===== config.mk =====
export PLATFORM = sky130hd
export DESIGN_NAME = multibyte_add_seq
export DESIGN_NICKNAME = d
export VERILOG_FILES = /design/src/rtl/multibyte_add_seq_pkg.sv /design/src/rtl/multibyte_add_seq.sv
export SDC_FILE = /design/constraint.sdc
export NUM_CORES = 1
export LEC_CHECK = 0
export BUFFER_PORTS_ARGS = -buffer_cell sky130_fd_sc_hd__buf_2
export CAP_MARGIN = 30
export CORE_AREA = 2 2 114 116
export CTS_CLUSTER_DIAMETER = 30
export DETAILED_ROUTE_END_ITERATION = 12
export DIE_AREA = 0 0 116 118
export MAX_ROUTING_LAYER = met4
export PLACE_DENSITY = 0.71
export SETUP_SLACK_MARGIN = 0.05
export SLEW_MARGIN = 0
export SYNTH_ARGS = -nofsm -noshare
export SYNTH_HDL_FRONTEND = slang
export SYNTH_SLANG_ARGS = --single-unit

===== constraint.sdc =====
create_clock -name clk -period 1.52 [get_ports clk]
set_clock_uncertainty 0.05 [all_clocks]
set_input_delay 0.152 -clock clk [delete_from_list [all_inputs] [get_ports clk]]
set_output_delay 0.152 -clock clk [all_outputs]
set_load 0.03 [all_outputs]

===== src/rtl/multibyte_add_seq_pkg.sv =====
// Shared definitions for the byte-serial multi-byte add/subtract sequencer.
//   BYTE_W   : width of one adder slice
//   state_t  : sequencer FSM states
//   ovf_term : two's-complement overflow from the MSB slice of the adder
package multibyte_add_seq_pkg;

  localparam int unsigned BYTE_W = 8;

  typedef enum logic [1:0] {
    ST_IDLE = 2'd0,
    ST_RUN  = 2'd1,
    ST_DONE = 2'd2
  } state_t;

  // Carry into bit 7 is recovered as a7^b7^s7; overflow is that carry XOR carry-out.
  function automatic logic ovf_term(input logic a7, input logic b7,
                                    input logic s7, input logic cout);
    return a7 ^ b7 ^ s7 ^ cout;
  endfunction

endpackage


===== src/rtl/multibyte_add_seq.sv =====
// Byte-serial sequencer performing NBYTES*8-bit add/subtract on an external
// combinational 8-bit adder. Operands arrive over valid/ready, are fed to the
// adder one byte per cycle LSB first with the carry chained, and the assembled
// result is returned over valid/ready.
// Ports:
//   clk, rst                 clock, synchronous active-high reset
//   in_valid/in_ready        operand handshake; in_a, in_b, in_cin, in_sub
//   out_valid/out_ready      result handshake; out_sum, out_cout, out_ovf
//   add_a/add_b/add_cin      drive the external adder (add_b pre-inverted for SUB)
//   add_sum/add_cout         combinational return from the external adder
module multibyte_add_seq
  import multibyte_add_seq_pkg::*;
#(
  parameter int unsigned NBYTES = 4
) (
  input  logic                     clk,
  input  logic                     rst,
  input  logic                     in_valid,
  output logic                     in_ready,
  input  logic [8*NBYTES-1:0]      in_a,
  input  logic [8*NBYTES-1:0]      in_b,
  input  logic                     in_cin,
  input  logic                     in_sub,
  output logic                     out_valid,
  input  logic                     out_ready,
  output logic [8*NBYTES-1:0]      out_sum,
  output logic                     out_cout,
  output logic                     out_ovf,
  output logic [BYTE_W-1:0]        add_a,
  output logic [BYTE_W-1:0]        add_b,
  output logic                     add_cin,
  input  logic [BYTE_W-1:0]        add_sum,
  input  logic                     add_cout
);

  localparam int unsigned W  = BYTE_W * NBYTES;
  localparam int unsigned CW = $clog2(NBYTES);
  localparam logic [CW-1:0] LAST = CW'(NBYTES - 1);

  state_t          state;
  logic [W-1:0]    opa;
  logic [W-1:0]    opb;
  logic            carry;
  logic [CW-1:0]   cnt;
  logic            accept;

  assign in_ready = (state == ST_IDLE) || ((state == ST_DONE) && out_ready);
  assign accept   = in_valid && in_ready;

  assign add_a   = (state == ST_RUN) ? opa[BYTE_W-1:0] : '0;
  assign add_b   = (state == ST_RUN) ? opb[BYTE_W-1:0] : '0;
  assign add_cin = (state == ST_RUN) ? carry : 1'b0;

  // Operands shift right one byte per cycle; the result shifts in from the top,
  // so after NBYTES cycles byte 0 has reached the LSB position of out_sum.
  always_ff @(posedge clk) begin
    if (rst) begin
      state     <= ST_IDLE;
      opa       <= '0;
      opb       <= '0;
      carry     <= 1'b0;
      cnt       <= '0;
      out_valid <= 1'b0;
      out_sum   <= '0;
      out_cout  <= 1'b0;
      out_ovf   <= 1'b0;
    end else begin
      case (state)
        ST_RUN: begin
          opa     <= {{BYTE_W{1'b0}}, opa[W-1:BYTE_W]};
          opb     <= {{BYTE_W{1'b0}}, opb[W-1:BYTE_W]};
          out_sum <= {add_sum, out_sum[W-1:BYTE_W]};
          carry   <= add_cout;
          cnt     <= cnt + 1'b1;
          if (cnt == LAST) begin
            out_cout  <= add_cout;
            out_ovf   <= ovf_term(add_a[BYTE_W-1], add_b[BYTE_W-1],
                                  add_sum[BYTE_W-1], add_cout);
            out_valid <= 1'b1;
            state     <= ST_DONE;
          end
        end
        ST_DONE: begin
          if (out_ready) begin
            out_valid <= 1'b0;
            state     <= ST_IDLE;
          end
        end
        default: state <= ST_IDLE;
      endcase

      // Accept overrides the DONE->IDLE move so a new op starts with no bubble.
      if (accept) begin
        opa   <= in_a;
        opb   <= in_sub ? ~in_b : in_b;
        carry <= in_sub | in_cin;
        cnt   <= '0;
        state <= ST_RUN;
      end
    end
  end

endmodule

Word level (Yosys, flattened, before mapping)
Cells that the tools add are included.
{"block": "op_classes", "add_sub_neg": 1, "eq_ne": 7, "muxes": 17, "bitwise": 5, "reduce_logical": 11}
{"op": "$mux W32", "n": 5}
{"op": "$not A32 Y32", "n": 1}
{"op": "$mux W8", "n": 2}
{"op": "$mux W1", "n": 6}
{"op": "$reduce_and A2 Y1", "n": 3}
{"op": "$eq A2 B2 Y1 const B", "n": 2}
{"op": "$mux W2", "n": 2}
{"op": "$pmux W2 S2", "n": 1}
{"op": "$reduce_bool A2 Y1", "n": 2}
{"op": "$ne A3 B2 Y1 const B", "n": 1}
{"op": "$ne A3 B3 Y1 const B", "n": 1}
{"op": "$reduce_and A3 Y1", "n": 1}
{"op": "$xor A1 B1 Y1", "n": 3}
{"op": "$add A2 B1 Y2 const B", "n": 1}
{"op": "$eq A2 B1 Y1 const B", "n": 1}
{"op": "$logic_and A1 B1 Y1", "n": 2}
{"op": "$logic_not A2 Y1", "n": 1}
{"op": "$ne A2 B1 Y1 const B", "n": 1}
{"op": "$ne A2 B2 Y1 const B", "n": 1}
{"op": "$pmux W1 S2", "n": 1}
{"op": "$reduce_or A2 Y1", "n": 1}
{"op": "$logic_or A1 B1 Y1", "n": 1}
{"op": "$or A1 B1 Y1", "n": 1}
{"block": "word_totals", "reg_bits": 104, "input_bits": 79, "output_inout_bits": 53, "wordCells": 51}

Longest topological paths before layout
Gate-level depths: netlist of the first run.
{"block": "logic_depth", "word_depth": 6, "ltp_mapped": 6, "depth_no_buf": 4}

Worst setup path before layout of the first run
No wires, ideal clock.
{"block": "synth_path", "kind": "register to output", "startpoint": "register state[1]", "endpoint": "output in_ready", "t_arrival_ns": 1.227, "required_time_ns": 1.318, "path_slack_ns": 0.091, "stages_incl_launch_ff": 5, "n_path_buf": 2, "cell_sequence": "dfxtp_1 > and2b_1 > buf_4 > buf_4 > nor2_1"}
{"block": "synth_via", "elab_chain_len": 3, "elab_cells_between_ends": 4, "cone_classes": "eq/ne (1); reduce/logical (3)"}
{"item": "from (decl)", "line": "multibyte_add_seq.sv:40", "source": "state_t state;"}
{"item": "from (signal assigned)", "line": "multibyte_add_seq.sv:58", "source": "state <= ST_IDLE;"}
{"item": "from (signal assigned)", "line": "multibyte_add_seq.sv:80", "source": "state <= ST_DONE;"}
{"item": "from (signal assigned)", "line": "multibyte_add_seq.sv:86", "source": "state <= ST_IDLE;"}
{"item": "$eq A2 B2 Y1", "line": "multibyte_add_seq.sv:47", "source": "assign in_ready = (state == ST_IDLE) || ((state == ST_DONE) && out_ready);"}
{"item": "$logic_and A1 B1 Y1", "line": "multibyte_add_seq.sv:47"}
{"item": "$logic_or A1 B1 Y1 *", "line": "multibyte_add_seq.sv:47"}
{"item": "to (decl)", "line": "multibyte_add_seq.sv:19", "source": "output logic in_ready,"}
Every way passes the cells marked *; elsewhere a longest branch is shown, timed or not.

Worst setup path in the final report of the first run
{"block": "layout_path", "startpoint": "register state[1]", "endpoint": "output add_a[2]"}
{"block": "layout_via", "elab_chain_len": 2}
{"item": "$eq A2 B1 Y1", "line": "multibyte_add_seq.sv:50", "source": "assign add_a = (state == ST_RUN) ? opa[BYTE_W-1:0] : '0;"}
{"item": "$mux W8", "line": "multibyte_add_seq.sv:50"}
{"item": "to (decl)", "line": "multibyte_add_seq.sv:29", "source": "output logic [BYTE_W-1:0] add_a,"}
Every way passes these cells.

==> results.tsv, run 1 <==
stage	metric	value	unit
run_status	status	complete, but fails checks	
run_status	failing checks	negative setup slack	
placement	Placement Cell Area	5780	µm²
synth	Post-Synth Adder-Cell Area	0.00255	
critical_path	Crit Path Class	flip-flop to output port	
power	switching share of power	0.284	
clock_network	CTS root buffer	clkbuf_16	
drt	Routed WL	13700	µm
die	cell row count	41	
power	Flop pwr share	0.451	
power	Clk pwr share	0.363	
final_layout	Register Area	2080	µm²
synth	Mapped Area	4900	µm²
drt	# DRC	0	
final_layout	final net count	767	
final_layout	area growth from synthesis to layout	32.5	%
critical_path	Critical-path top delay cell	dfxtp_2	
drt	Top Metal Used	met4	
die	initial core utilization	0.395	
critical_path	startpoint of the worst register-to-register path	state[1]	
final_layout	share of cells above drive strength 1	0.319	
power	Power Dens Cells	1020	nW/µm²
die	Die Y	118	µm
timing	Max Freq	0.618	GHz
critical_path	critical path's top delay family	simple AND/OR/NAND/NOR gates	
placement	IO Port Bufs	131	
power	internal power	4.76	mW
power	VDD IR max	503	µV
synth	yosys warns	0	
final_layout	Final Util	0.523	
clock_network	Clock Tree Buf Depth	2	
critical_path	worst reg2reg path endpoint	opa[7]	
clock_network	clock transition at the registers of the reported paths	0.07	ns
synth	Synth Area in XOR/XNOR	0.0643	
grt	Tot GR Track Use	0.206	
drt	Vias/cell	5.30	
critical_path	Worst Setup EP	add_a[2]	
final_layout	Multi-input gate area	2550	µm²
clock_network	CTS tree	done	
timing	Max Slew Vio Count	0	
die	Core Footprint	12400	µm²
drt	DRT antenna net count	0	
grt	initial antenna violation count	0	
power	total power	6.64	mW
synth	largest family of logic cells by synthesized area	compound AO/OA/AOI/OAI gates	
critical_path	FF-to-FF setup slack	-0.03	ns
critical_path	critical path, cell by cell	and2b_4, buf_12, and2_1, buf_6	
final_layout	fillers	1177	
drt	Initial DRC Count	349	
flow_run	Max Cap Viol	0	
timing	worst slew pin tran	0.361	ns
power	Comb pwr share	0.185	
timing	Hold Vio Cnt, Final	0	
critical_path	CP required	1.32	ns
power	leak pwr	2.52	nW
placement	setup slack after placement	0.0815	ns
synth	complex-gate fraction of the synthesized area	0.240	
synth	Post-Syn Area per Cell	8.58	µm²
placement	routability congestion estimate from global placement	0.784	
worst_hold_path	Hold Crit Class	input port to flip-flop	
drt	Avg WL per Cell	15.8	µm
drt	DR pass1 iterations	5	
critical_path	slowest cell delay on critical path	0.35	ns
die	Die ar.	13700	µm²
critical_path	Worst Setup SP	state[1]	
critical_path	Critical Path Fanout Max	12	
synth	synthesized instance count	571	
synth	Yosys cell types	27	
drt	wire length on met3	702	µm
clock_network	CTS H-tree lvls	3	
synth	Post-synth ARST share	0	
timing	Setup Viol. Count Final	19	
power	Switch Pwr	1.89	mW
synth	mux cell area share after synthesis	0.00408	
critical_path	Crit. End Element	output port	
synth	number of synthesized flops with an enable pin	0	
clock_network	clock sink count	104	
clock_network	clock latency on the worst-skew pair	0.35	ns
critical_path	Buf/Inv on CP	2	
final_layout	Post-Layout Inst Area	6490	µm²
grt	largest net degree at the start of global routing	56	
grt	vias in the first global route	4438	
synth	sequential element share of the synthesized area	0.425	
die	Top Ports	132	
synth	syn_nets	651	
drt	metal2 WL	6530	µm
drt	Via Count	4580	
timing	setup ws final	-0.0985	ns
grt	gr ovfl total	0	
critical_path	R2R cell count	5	
timing	slew margin rel.	0.759	
critical_path	CP Depth	4	
drt	WL met1	6290	µm
timing	final setup TNS	-1.61	ns
synth	ys flop type	dfxtp_1	
die	width of the die	116	µm
grt	first-pass GRT wire length	22000	µm
critical_path	crit path DAT	1.42	ns
synth	number of synthesized register bits	104	
timing	Tmin final	1.62	ns
timing	RSZ-0062 raised after global routing	yes	
synth	simple-gate share of the synthesized area	0.192	
final_layout	Ant. Diodes	0	
placement	Final HPWL DP	8880	µm
clock_network	CTS Buf Count	9	
critical_path	critical path startpoint category	flip-flop	
timing	Tcrit/Tclk final	1.06	
layout make-up:
class	count	share of cell area
clock buffers	9	0.0347
flip-flops and latches	104	0.321
well taps	172	0.0331
repair buffers	168	0.204
multi-input cells	404	0.393
clock inverters	7	0.0135
cell usage in the layout, fill, tap and decap left out, drive strengths merged:
cell	count
o21a	1
a32oi	16
clkbuf	9
nand2	133
bufbuf	2
xor2	32
xnor2	4
and2b	2
dfxtp	104
o211ai	32
a21oi	67
ha	1
nor4	1
nand3	16
mux2i	2
o21ai	1
nor2b	2
bufinv	1
dlygate4sd3	8
nor2	4
inv	2
nor3	34
a311oi	34
buf	158
and2	17
clkinv	4
nand3b	1
nand2b	4
power by group through the flow:
stage                     clock (mW)  combinational, mW  sequential [mW]
after floorplan                    0              0.708             3.06
after global placement             0               1.07             3.05
after detailed placement           0               1.09             3.05
after CTS                       2.45               1.20             2.99
after global routing            2.57               1.34             3.01
final                           2.41               1.23             3.00
state kept, by name (all words and copies together) (netlist names):
signal,cells
carry,1
out_sum,32
out_cout,1
out_ovf,1
cnt,2
opa,32
opb,32
state,2
out_valid,1
layer usage:
| layer | vias to the layer above | track usage |
|---|---|---|
| li1 | 2255 | - |
| met1 | 2159 | 0.280 |
| met2 | 153 | 0.312 |
| met3 | 13 | 0.0412 |
| met4 | 0 | 0.0536 |
| met5 | - | - |
cells in the mapped netlist, types with 17 or more instances:
cell,instances,area share
a311oi_2,24,0.074
and2_1,17,0.022
o211ai_1,32,0.049
buf_2,26,0.027
buf_4,17,0.026
a21oi_1,67,0.068
clkbuf_1,17,0.013
nor3_1,34,0.035
xor2_1,32,0.057
dfxtp_1,104,0.42
nand2_1,132,0.10
how the worst min path moves through the flow:
stage / depth (start not counted) / endpoint / startpoint / slack (ns)
6_report: 3 / opa[26] / in_a[26] / 0.01
5_1_grt: 3 / opa[26] / in_a[26] / 0.02
4_1_cts: 3 / opa[25] / in_a[25] / 0.001
3_5_place_dp: 3 / out_sum[30] / add_sum[6] / 0.35
3_3_place_gp: 3 / out_sum[25] / add_sum[1] / 0.34
2_1_floorplan: 2 / out_sum[31] / add_sum[7] / 0.24
per-stage QoR:
step | cells | hold WS [ns]
after detailed placement | 832 | 0.348
after floorplan | 571 | 0.238
final | 864 | 0.0128
after CTS | 862 | 0.00111
after global routing | 864 | 0.0200
after global placement | 832 | 0.343
worst register-to-register path: stages (launching register included):
cell	delay, ns
dfxtp_2	0.35
and2b_4	0.30
buf_4	0.17
bufbuf_16	0.30
nand2_1	0.07
a311oi_2	0.22
cell families (layout without fill, tap and decap cells):
kind of cell	after synthesis	in the layout
fa+ha+maj	1	1
flops	104	104
buf+inv	63	184
simple gates	214	214
xor+xnor	36	36
compound gates	151	151
mux	2	2
what timing repair did:
action,in CTS,in global routing
pin swaps,4,3
gates resized for setup,37,15
cloned,3,0
endpoints found under the hold margin,7,1
hold buffers,7,1
endpoints found under the setup margin,18,55
buffers inserted,4,1
(Power assumes the default switching activity.)
==> run 2, diff against run 1 <==
--- a/config.mk
+++ b/config.mk
@@ -7,12 +7,12 @@
 export LEC_CHECK = 0
 export BUFFER_PORTS_ARGS = -buffer_cell sky130_fd_sc_hd__buf_2
 export CAP_MARGIN = 30
-export CORE_AREA = 2 2 114 116
+export CORE_AREA = 2 2 131 133
 export CTS_CLUSTER_DIAMETER = 30
 export DETAILED_ROUTE_END_ITERATION = 12
-export DIE_AREA = 0 0 116 118
+export DIE_AREA = 0 0 133 135
 export MAX_ROUTING_LAYER = met4
-export PLACE_DENSITY = 0.71
+export PLACE_DENSITY = 0.58
 export SETUP_SLACK_MARGIN = 0.05
 export SLEW_MARGIN = 0
 export SYNTH_ARGS = -nofsm -noshare
==> run 2 against run 1 <==
  * The run still ends with negative setup slack left
  * Via count increased by 0.15%
  * Register-to-register slack improved by 0.03 ns
  * First-iteration DRC count grew 12%
  * Clock power is 2% higher
  * Cell count is 8.4% higher
  * Design area is 5.2% higher
  * Sequential power about the same
  * Fmax decreased by 1.2%
  * Non-clock buffer count up 24
  * Sequential cell count stayed put
  * Power is 1.9% higher
  * Count of clock-buffer cells in the layout did not move
==> results.tsv, run 2 (synthesized netlist as in run 1, its figures left out) <==
stage	metric	value	unit	change
drt	# DRC	0		unchanged
die	cell row count	47		was 41
final_layout	final net count	791		was 767
clock_network	CTS Buf Count	9		unchanged
placement	IO Port Bufs	131		unchanged
grt	largest net degree at the start of global routing	41		was 56
final_layout	area growth from synthesis to layout	39.3	%	was 32.5%
critical_path	Worst Setup SP	state[1]		unchanged
timing	Setup Viol. Count Final	18		was 19
critical_path	FF-to-FF setup slack	0	ns	was -0.03 ns
grt	gr ovfl total	0		unchanged
die	initial core utilization	0.299		was 0.395
die	Core Footprint	16400	µm²	was 12,400 µm²
critical_path	worst reg2reg path endpoint	opb[19]		was opa[7]
clock_network	CTS root buffer	clkbuf_16		unchanged
timing	RSZ-0062 raised after global routing	yes		unchanged
critical_path	critical path startpoint category	flip-flop		unchanged
grt	Tot GR Track Use	0.165		was 0.206
critical_path	Critical Path Fanout Max	7		was 12
flow_run	Max Cap Viol	0		unchanged
final_layout	share of cells above drive strength 1	0.345		was 0.319
die	Die ar.	18000	µm²	was 13,700 µm²
clock_network	CTS H-tree lvls	3		unchanged
final_layout	commonest cells after routing, fill and taps aside	nand2_1, buf_2, dfxtp_1		unchanged
critical_path	most used cell, CP	buf_6		
run_status	failing checks	negative setup slack		unchanged
placement	Final HPWL DP	9620	µm	was 8880 µm
grt	first-pass GRT wire length	22700	µm	was 22,000 µm
drt	Routed WL	15100	µm	was 13,700 µm
drt	DRT antenna net count	0		unchanged
clock_network	Clock Tree Buf Depth	2		unchanged
critical_path	CP required	1.32	ns	about the same
drt	Avg WL per Cell	16.1	µm	was 15.8 µm
timing	Tmin final	1.64	ns	was 1.62 ns
power	VDD IR max	607	µV	was 503 µV
timing	Hold Slack	0.0309	ns	was 0.0128 ns
timing	worst slew pin tran	0.430	ns	was 0.361 ns
drt	Initial DRC Count	391		was 349
power	leak pwr	2.67	nW	was 2.52 nW
clock_network	clock latency on the worst-skew pair	0.36	ns	was 0.35 ns
critical_path	Critical-path top delay cell	dfxtp_4		was dfxtp_2
critical_path	startpoint of the worst register-to-register path	state[1]		unchanged
clock_network	CTS tree	done		unchanged
run_status	status	complete, but fails checks		unchanged
timing	setup ws final	-0.119	ns	was -0.0985 ns
critical_path	Crit Path Class	flip-flop to output port		unchanged
drt	DR pass1 iterations	5		unchanged
clock_network	clock sink count	104		unchanged
die	width of the die	133	µm	was 116 µm
critical_path	crit path DAT	1.44	ns	was 1.42 ns
timing	Tcrit/Tclk final	1.08		was 1.06
placement	Cells after DPL	886		was 832
final_layout	largest registers	opa: 32 flops, opb: 32 flops, out_sum: 32 flops		unchanged
timing	Max Freq	0.610	GHz	was 0.618 GHz
final_layout	fin cells	937		was 864
drt	Vias/cell	4.90		was 5.30
critical_path	slowest cell delay on critical path	0.35	ns	about the same
clock_network	clock transition at the registers of the reported paths	0.08	ns	was 0.07 ns
power	Power Dens Cells	991	nW/µm²	was 1020 nW/µm²
placement	routability congestion estimate from global placement	0.753		was 0.784
timing	slew margin rel.	0.714		was 0.759
critical_path	Crit. End Element	output port		unchanged
final_layout	leading cell type in the layout, fill and taps excluded	nand2_1		unchanged
critical_path	R2R cell count	5		unchanged
critical_path	critical path, cell by cell	and2b_4, buf_6, and2_4, buf_6		was and2b_4, buf_12, and2_1, buf_6
worst_hold_path	Hold Crit Class	input port to flip-flop		unchanged
critical_path	Worst Setup EP	add_b[7]		was add_a[2]
timing	Hold Vio Cnt, Final	0		unchanged
drt	Via Count	4587		was 4,580
timing	final setup TNS	-1.71	ns	was -1.61 ns
power	total power	6.77	mW	was 6.64 mW
grt	initial antenna violation count	1		was 0
die	Die Y	135	µm	was 118 µm
placement	setup slack after placement	0.125	ns	was 0.0815 ns
die	Top Ports	132		unchanged
timing	Max Slew Vio Count	0		unchanged
grt	vias in the first global route	4170		was 4,438
-- run 2: cell count changes in the layout (fill, tap and decap cells not counted), moves of 3 or more --
cell           change
a32oi_1            +3
a32oi_2            -3
and2_1            -10
and2_4            +10
buf_4             +10
buf_6              +5
clkinv_4           -4
dlygate4sd3_1      +8
-- run 2: worst min-delay path by stage --
stage,startpoint,endpoint,cells past startpoint
final,in_a[11],opa[11],3
after CTS,in_a[22],opa[22],3
after detailed placement,add_sum[6],out_sum[30],3
after floorplan,add_sum[7],out_sum[31],2
after global routing,in_a[11],opa[11],3
after global placement,add_sum[3],out_sum[27],3
-- run 2: where the power goes --
part | leakage [nW] | internal [mW] | switching (mW)
logic | 1.66 | 0.605 | 0.702
registers | 0.853 | 2.89 | 0.103
clock network | 0.155 | 1.20 | 1.27
-- run 2: critical path, delay by kind of cell (launching register included) --
family	cells	cell delay, ns
simple gates	2	0.46
flops	1	0.35
buf+inv	2	0.27
-- run 2: stage by stage --
step,utilization,instance area (µm²)
finish,0.416,6830
global route,0.416,6830
CTS,0.405,6640
detailed placement,0.357,5860
global placement,0.357,5860
floorplan,-,4900
-- run 2: cell type report --
cell class | count | area (µm²)
Fill cell | 1669 | 9580
Multi-Input combinational cell | 404 | 2590
Sequential cell | 104 | 2090
Timing Repair Buffer | 192 | 1560
Tap cell | 220 | 275
Clock buffer | 9 | 225
Clock inverter | 7 | 91.3
Antenna cell | 1 | 2.50
-- run 2: metal layers --
| layer | GRT usage | share of wire | routed length, µm |
|---|---|---|---|
| met1 | 0.222 | 0.46 | 6900 |
| met2 | 0.247 | 0.47 | 7140 |
| met3 | 0.0282 | 0.054 | 821 |
| met4 | 0.0645 | 0.015 | 223 |
| met5 | - | 0 | 0 |
-- run 2: what timing repair did --
action,in CTS,in global routing
hold buffers,16,0
gates cloned,3,2
gates resized for setup,46,26
hold endpoints to repair,16,0
setup buffers,9,4
endpoints found under the setup margin,18,75
pin swaps,4,10
==> run 3, diff against run 2 <==
--- a/config.mk
+++ b/config.mk
@@ -5,7 +5,7 @@
 export SDC_FILE = /design/constraint.sdc
 export NUM_CORES = 1
 export LEC_CHECK = 0
-export BUFFER_PORTS_ARGS = -buffer_cell sky130_fd_sc_hd__buf_2
+export BUFFER_PORTS_ARGS = -buffer_cell sky130_fd_sc_hd__buf_4
 export CAP_MARGIN = 30
 export CORE_AREA = 2 2 131 133
 export CTS_CLUSTER_DIAMETER = 30
==> run 3 against run 2 <==
  * The flow still finishes with violations (negative setup slack)
  * Via count grew 6.0%
  * Combinational power grew 33%
  * Power grew 6.8%
  * Hold slack lost 0.026 ns
  * First-iteration DRC count grew 1.8%
  * Sequential share of layout area shrank 4.9 points
  * Non-clock buffer count grew 24
  * Critical path type unchanged
  * Largest power group unchanged
  * Highest routed layer unchanged
==> results.tsv, run 3 (synthesized netlist as in run 1, its figures left out) <==
stage	metric	value	unit	change
die	initial core utilization	0.299		unchanged
placement	Cells after DPL	880		was 886
timing	Tmin final	1.70	ns	was 1.64 ns
grt	first-pass GRT wire length	24200	µm	was 22,700 µm
clock_network	CTS tree	done		unchanged
final_layout	Multi-input gate area	3050	µm²	was 2590 µm²
final_layout	Register Area	2090	µm²	about the same
final_layout	area growth from synthesis to layout	66.5	%	was 39.3%
final_layout	commonest cells after routing, fill and taps aside	buf_4, dfxtp_1, nand2_1		was nand2_1, buf_2, dfxtp_1
clock_network	clock sink count	104		unchanged
critical_path	CP required	1.32	ns	about the same
final_layout	Ant. Diodes	0		was 1
final_layout	leading cell type in the layout, fill and taps excluded	buf_4		was nand2_1
worst_hold_path	min-delay src	in_a[26]		was in_a[11]
critical_path	Crit Path Class	flip-flop to output port		unchanged
timing	Setup Viol. Count Final	40		was 18
timing	Max Freq	0.589	GHz	was 0.610 GHz
power	Power Dens Cells	886	nW/µm²	was 991 nW/µm²
run_status	status	complete, but fails checks		unchanged
clock_network	CTS root buffer	clkbuf_16		unchanged
final_layout	largest registers	opa: 32 flops, opb: 32 flops, out_sum: 32 flops		unchanged
die	Top Ports	132		unchanged
drt	Routed WL	17700	µm	was 15,100 µm
critical_path	worst reg2reg path endpoint	out_sum[8]		was opb[19]
worst_hold_path	Cells on Worst Hold Path	3		unchanged
critical_path	Critical Path Fanout Max	5		was 7
grt	largest net degree at the start of global routing	53		was 41
die	Die ar.	18000	µm²	unchanged
drt	DR pass1 iterations	6		was 5
timing	Hold Slack	0.00517	ns	was 0.0309 ns
die	width of the die	133	µm	unchanged
clock_network	clock latency on the worst-skew pair	0.36	ns	about the same
power	VDD IR max	586	µV	was 607 µV
drt	Vias/cell	5.07		was 4.90
die	Core Footprint	16400	µm²	unchanged
drt	# DRC	0		unchanged
critical_path	startpoint of the worst register-to-register path	state[1]		unchanged
critical_path	Crit. End Element	output port		unchanged
critical_path	R2R cell count	9		was 5
flow_run	Max Cap Viol	0		unchanged
power	leak pwr	3.16	nW	was 2.67 nW
grt	initial antenna violation count	0		was 1
final_layout	fillers	1456		was 1,669
timing	Tcrit/Tclk final	1.12		was 1.08
placement	routability congestion estimate from global placement	0.829		was 0.753
critical_path	critical path startpoint category	flip-flop		unchanged
final_layout	final net count	815		was 791
power	total power	7.23	mW	was 6.77 mW
timing	slew margin rel.	0.607		was 0.714
critical_path	crit path DAT	1.50	ns	was 1.44 ns
final_layout	share of cells above drive strength 1	0.497		was 0.345
timing	Max Slew Vio Count	0		unchanged
die	cell row count	47		unchanged
clock_network	clock transition at the registers of the reported paths	0.07	ns	was 0.08 ns
placement	Final HPWL DP	9980	µm	was 9620 µm
critical_path	FF-to-FF setup slack	-0.11	ns	was 0 ns
timing	RSZ-0062 raised after global routing	yes		unchanged
final_layout	fin cells	960		was 937
worst_hold_path	Hold Crit Class	input port to flip-flop		unchanged
grt	Tot GR Track Use	0.176		was 0.165
run_status	failing checks	negative setup slack		unchanged
clock_network	CTS H-tree lvls	3		unchanged
clock_network	Clock Tree Buf Depth	2		unchanged
timing	setup ws final	-0.177	ns	was -0.119 ns
worst_hold_path	Hold Path End	opa[26]		was opa[11]
grt	gr ovfl total	0		unchanged
placement	IO Port Bufs	131		unchanged
die	Die Y	135	µm	unchanged
timing	Hold Vio Cnt, Final	0		unchanged
placement	setup slack after placement	0.0436	ns	was 0.125 ns
drt	Avg WL per Cell	18.4	µm	was 16.1 µm
timing	worst slew pin tran	0.590	ns	was 0.430 ns
grt	vias in the first global route	4567		was 4,170
clock_network	CTS Buf Count	9		unchanged
drt	Via Count	4863		was 4,587
drt	Initial DRC Count	398		was 391
drt	DRT antenna net count	0		unchanged
run 3: cell count changes in the layout (fill, tap and decap cells not counted), moves of 26 or more:
cell | previous run | this run
buf_2 | 112 | 0
nand2_2 | 2 | 30
nor3_1 | 33 | 7
nand2_1 | 130 | 97
buf_4 | 22 | 125
run 3: area by class of cell:
type,count,share of cell area
clock buffer,11,0.0310
clock inverter,5,0.00767
multi-input combinational,404,0.373
sequential,104,0.256
tap,220,0.0337
timing repair buffer,216,0.298
run 3: per-stage QoR:
stage	TNS, ns	util	area (µm²)
2_1_floorplan	0	-	4900
3_3_place_gp	0	0.377	6180
3_5_place_dp	0	0.377	6180
4_1_cts	-2.59	0.436	7150
5_1_grt	-6.63	0.497	8160
6_report	-4.17	0.497	8160
run 3: how the worst max path moves through the flow:
stage | from | to | slack, ns | cells past startpoint
2_1_floorplan | state[1] | in_ready | 0.09 | 4
4_1_cts | state[1] | add_a[5] | -0.18 | 5
6_report | state[1] | add_b[1] | -0.18 | 5
3_5_place_dp | state[0] | add_a[3] | 0.04 | 4
5_1_grt | state[1] | add_b[2] | -0.21 | 5
3_3_place_gp | state[0] | add_a[2] | 0.07 | 4
run 3: critical path, stage by stage (launching register included):
cell and delay (ns):
dfxtp_4 0.34, and2b_4 0.31, buf_12 0.13, buf_12 0.10
and2_4 0.13, buf_6 0.12
run 3: power breakdown:
group	switching [mW]	leakage, nW	total, mW	internal (mW)
combinational	0.859	2.15	1.74	0.880
sequential	0.123	0.854	3.01	2.89
clock	1.10	0.154	2.48	1.38
run 3: timing repair:
item | in CTS | in global routing
endpoints found under the setup margin | 25 | 103
setup buffers | 20 | 13
gates cloned | 6 | 20
endpoints found under the hold margin | 8 | 0
pin swaps | 57 | 82
gates resized for setup | 71 | 131
hold buffers | 8 | 0
run 3: metal layers:
| metal | vias to the layer above | track usage | wire length [µm] |
|---|---|---|---|
| li1 | 2355 | - | - |
| met1 | 2339 | 0.226 | 7680 |
| met2 | 148 | 0.272 | 8810 |
| met3 | 21 | 0.0402 | 894 |
| met4 | 0 | 0.0657 | 306 |
| met5 | - | - | 0 |
